--- src/rtl/pdm_dac.sv ---
// rtl/pdm_dac.sv - FIFO-fed first-order delta-sigma 1-bit PDM audio DAC
// Optional: define PDM_DAC_DITHER_EN to add 3-bit LFSR dither into the modulator sum.
module pdm_dac #(
    parameter int PERIOD = 1024,
    parameter int DEPTH  = 4
) (
    input  logic                   clk,
    input  logic                   rst,
    input  logic [17:0]            in_data,
    input  logic                   in_valid,
    output logic                   in_ready,
    input  logic                   underrun_clr,
    output logic                   pdm_out,
    output logic                   sample_tick,
    output logic                   underrun,
    output logic [$clog2(DEPTH):0] level
);
    localparam int AW = $clog2(DEPTH);
    localparam int TW = (PERIOD > 2) ? $clog2(PERIOD) : 1;

    logic [TW-1:0] r_tcnt;
    logic [17:0]   r_mem [DEPTH];
    logic [AW-1:0] r_wptr;
    logic [AW-1:0] r_rptr;
    logic [AW:0]   r_level;
    logic [17:0]   r_cur;
    logic [17:0]   r_acc;
    logic          r_primed;
    logic          r_underrun;
    logic          r_sample_tick;
    logic          r_pdm;

    logic          w_tick;
    logic          w_full;
    logic          w_empty;
    logic          w_push;
    logic          w_pop;
    logic [18:0]   w_sum;

    assign w_full  = (r_level == (AW+1)'(DEPTH));
    assign w_empty = (r_level == '0);
    assign w_tick  = (r_tcnt == TW'(PERIOD - 1));
    assign w_push  = in_valid && !w_full;
    // A push in a tick cycle is not visible to that tick: pop looks only at registered occupancy.
    assign w_pop   = w_tick && !w_empty;

`ifdef PDM_DAC_DITHER_EN
    logic [15:0] r_lfsr;

    always_ff @(posedge clk) begin
        if (rst) begin
            r_lfsr <= 16'hACE1;
        end else begin
            r_lfsr <= {1'b0, r_lfsr[15:1]} ^ (r_lfsr[0] ? 16'hB400 : 16'h0000);
        end
    end

    assign w_sum = {1'b0, r_acc} + {1'b0, r_cur} + {16'b0, r_lfsr[2:0]};
`else
    assign w_sum = {1'b0, r_acc} + {1'b0, r_cur};
`endif

    always_ff @(posedge clk) begin
        if (rst) begin
            r_tcnt        <= '0;
            r_wptr        <= '0;
            r_rptr        <= '0;
            r_level       <= '0;
            r_cur         <= 18'h20000;
            r_acc         <= '0;
            r_primed      <= 1'b0;
            r_underrun    <= 1'b0;
            r_sample_tick <= 1'b0;
            r_pdm         <= 1'b0;
        end else begin
            r_tcnt        <= w_tick ? '0 : r_tcnt + 1'b1;
            r_sample_tick <= w_tick;
            r_acc         <= w_sum[17:0];
            r_pdm         <= w_sum[18];

            if (w_push) begin
                r_wptr <= r_wptr + 1'b1;
            end
            if (w_pop) begin
                r_cur    <= r_mem[r_rptr];
                r_rptr   <= r_rptr + 1'b1;
                r_primed <= 1'b1;
            end

            // Setting on an empty primed tick takes priority over a concurrent clear.
            if (w_tick && w_empty && r_primed) begin
                r_underrun <= 1'b1;
            end else if (underrun_clr) begin
                r_underrun <= 1'b0;
            end

            if (w_push && !w_pop) begin
                r_level <= r_level + 1'b1;
            end else if (!w_push && w_pop) begin
                r_level <= r_level - 1'b1;
            end
        end
    end

    always_ff @(posedge clk) begin
        if (!rst && w_push) begin
            r_mem[r_wptr] <= in_data;
        end
    end

    assign in_ready    = !w_full;
    assign pdm_out     = r_pdm;
    assign sample_tick = r_sample_tick;
    assign underrun    = r_underrun;
    assign level       = r_level;

endmodule

--- config.mk ---
export PLATFORM = sky130hd
export DESIGN_NAME = pdm_dac
export DESIGN_NICKNAME = d
export VERILOG_FILES = /design/src/rtl/pdm_dac.sv
export SDC_FILE = /design/constraint.sdc
export NUM_CORES = 1
export LEC_CHECK = 0
export BUFFER_PORTS_ARGS = -buffer_cell sky130_fd_sc_hd__buf_2
export CAP_MARGIN = 20
export CORE_MARGIN = 5
export CORE_UTILIZATION = 45
export CTS_BUF_LIST = sky130_fd_sc_hd__clkbuf_2
export CTS_CLUSTER_DIAMETER = 100
export CTS_CLUSTER_SIZE = 28
export DETAILED_ROUTE_END_ITERATION = 6
export MAX_ROUTING_LAYER = met4
export PLACE_DENSITY = 0.66
export SLEW_MARGIN = 5
export SYNTH_ARGS = -nofsm -noshare
export SYNTH_HDL_FRONTEND = slang
export SYNTH_SLANG_ARGS = --single-unit
--- constraint.sdc ---
create_clock -name clk -period 6.11 [get_ports clk]
set_clock_uncertainty 0.2 [all_clocks]
set_input_delay 0.3055 -clock clk [delete_from_list [all_inputs] [get_ports clk]]
set_output_delay 0.3055 -clock clk [all_outputs]
set_load 0.005 [all_outputs]
==> reports/results.txt <==
status = finished, final reports clean
count of pins over their slew limit = 0
GR Util met1 = 18.7%
synthesized area = 5510 sq um
DRT iter0 DRCs = 200
syn avg cell area = 12.6 sq um
clk_lat worst skew = 0.61 ns
multi-input logic area = 2090 sq um
post-route total power = 0.00164 W
Ant. Diodes = 0
Max-slew headroom = 33.9%
warnings from Yosys = 0
Most used DFF post-synth = edfxtp_1
Die X = 121 um
power density over cell area = 262 nW/um^2
total gr overflow = 0
met2 Use GR = 23.9%
crit path time final = 3.31 ns
post-cts resize count = 0
# fillers = 1050
min-delay src = rst
share of post-route cells with drive strength above 1 = 18.0%
clk root buf = clkbuf_2
commonest cells after routing, fill and taps aside = edfxtp_1, dfxtp_1, nand2_1
# port buffers = 28
post-CTS setup buffer count = 0
unrepaired setup endpoints after global routing = false
Worst Tran Pin Value = 0.991 ns
Worst Setup End Kind = register
pin count of the biggest net entering global routing = 63
CTS H-tree lvls = 4
reg2reg path depth = 10
final setup violation count = 0
type of the worst min-delay path = primary input to register
Post-synth EDFFs = 72
Crit Path Class = register to register
dpl hpwl = 6270 um
drt first pass iters = 4
reg-to-reg critical path startpoint = r_tcnt[0]$_SDFF_PP0_
post-route cell area = 6240 sq um
busiest layer in global routing = met2
synth unique cells = 52
first-pass GRT wire length = 16600 um
routed wire length = 9710 um
num rows = 40
Ports = 29
Seq/Total Area, Yosys = 59.9%
CTS Buf Count = 17
Post-Syn Nets = 484
post-synthesis register bit count = 129
antenna violations before repair = 0
most common cell after layout, fill and taps aside = edfxtp_1
Layout area overhead = 13.2%
routed via count = 3415
core area = 12000 sq um
Peak VDD IR = 0.000184 V
hold path depth = 3
vias in the first global route = 3480
clock slew at reported path FFs = 0.18 ns
M3 GR Usage = 3.41%
type of origin of the critical path = register
LEAKAGE = 2.32 nW
CTS tree = built
WL per Instance = 15.0 um
Detail Route Antenna Nets = 0
total track usage = 14.7%
Worst Setup SP = r_tcnt[0]$_SDFF_PP0_
Achievable Freq = 302 MHz
Post-synth ARST share = 0%
# Max-Cap Violations = 0
Residual DRC = 0
Hold Vio Cnt, Final = 0
Placed Area = 5770 sq um
Synth Instances = 436
clock sinks = 129
Worst Path Max Fanout = 22
Clock Tree Buf Depth = 2
crit path DAT = 3.65 ns
Reg area = 3300 sq um
WP data required = 6.44 ns
initial core utilization = 45.9%
die area = 14600 sq um
Die H = 121 um
Via density = 5.28
NumNets Final = 536
Final Core Density = 52.0%
setup TNS = 0 ns
gpl congestion = 0.782
Tcrit/Tclk final = 54.2%
cells by family after synthesis:
group,after synthesis,share of synthesized area (%)
adder cells (fa/ha/maj),26,6.17
XOR/XNOR,22,3.50
AND/OR/NAND/NOR,139,11.7
flip-flops,129,59.9
AO/OA/AOI/OAI,67,7.88
multiplexers,24,8.63
buffers and inverters,29,2.20
worst max-delay path, stage by stage, from the launching register on:
cell     delay (ns)
dfxtp_1        0.42
ha_1           0.22
and4_1         0.29
and4b_1        0.72
inv_2          0.31
ha_1           0.30
inv_1          0.07
fa_1           0.18
xor2_1         0.08
or3_1          0.31
a21oi_1        0.16
registers in the layout (all words and copies together) (netlist names):
name and count:
r_primed 1, r_cur 18, r_acc 18, underrun 1, r_wptr 2, sample_tick 1
r_tcnt 10, r_mem 72, level 3, pdm_out 1, r_rptr 2
synth_stat cells (all sizes together), types with 5 or more instances:
cell,n,area share (%)
edfxtp,72,39
a21oi,34,3.1
mux2,5,1.1
o21ai,6,0.54
nand3,6,0.54
and2,6,0.68
nor2b,9,1.0
nor2,44,3.0
buf,11,0.98
nand2,51,3.5
xnor2,6,0.95
ha,24,5.4
xor2,16,2.5
dfxtp,57,21
clkbuf,6,0.41
mux4,18,7.4
inv,12,0.82
power breakdown:
group / switching, W / internal, W / total (W) / leakage [nW]
Sequential: 0.0000148 / 0.000948 / 0.000963 / 1.11
Clock: 0.000292 / 0.000273 / 0.000565 / 0.159
Combinational: 0.0000590 / 0.0000491 / 0.000108 / 1.04
Total: 0.000366 / 0.00127 / 0.00164 / 2.31
worst paths after layout:
check	slack [ns]	endpoint
max	2.80	level[2]$_SDFFE_PP0P_
min	0.08	r_acc[6]$_SDFF_PP0_
max reg2reg	2.80	level[2]$_SDFFE_PP0P_
min reg2reg	0.28	r_cur[7]$_SDFFE_PP0P_
area by class of cell:
| class | instances | share of cell area (%) |
|---|---|---|
| clock buffers | 21 | 1.68 |
| clock inverters | 10 | 2.59 |
| well taps | 147 | 2.95 |
| flip-flops and latches | 129 | 52.9 |
| multi-input cells | 278 | 33.4 |
| inverters | 12 | 0.722 |
| repair buffers | 50 | 5.69 |
metal layers:
| layer | routed length (um) | up-vias |
|---|---|---|
| met1 | 4580 | 1665 |
| li1 | - | 1692 |
| met2 | 4780 | 54 |
| met5 | 0 | - |
| met4 | 56 | 0 |
| met3 | 301 | 4 |
stage by stage:
step / instances / hold WS [ns] / setup slack (ns)
2_1_floorplan: 436 / 0.204 / 3.40
3_3_place_gp: 596 / 0.243 / 2.99
3_5_place_dp: 596 / 0.256 / 2.82
4_1_cts: 647 / 0.0206 / 2.77
5_1_grt: 647 / 0.0512 / 2.46
6_report: 647 / 0.0793 / 2.80
what timing repair did:
| action | in CTS | in global routing |
|---|---|---|
| setup endpoints to repair | 0 | 0 |
| hold endpoints to repair | 75 | 0 |
| hold buffers | 20 | 0 |
(Power assumes the default switching activity.)
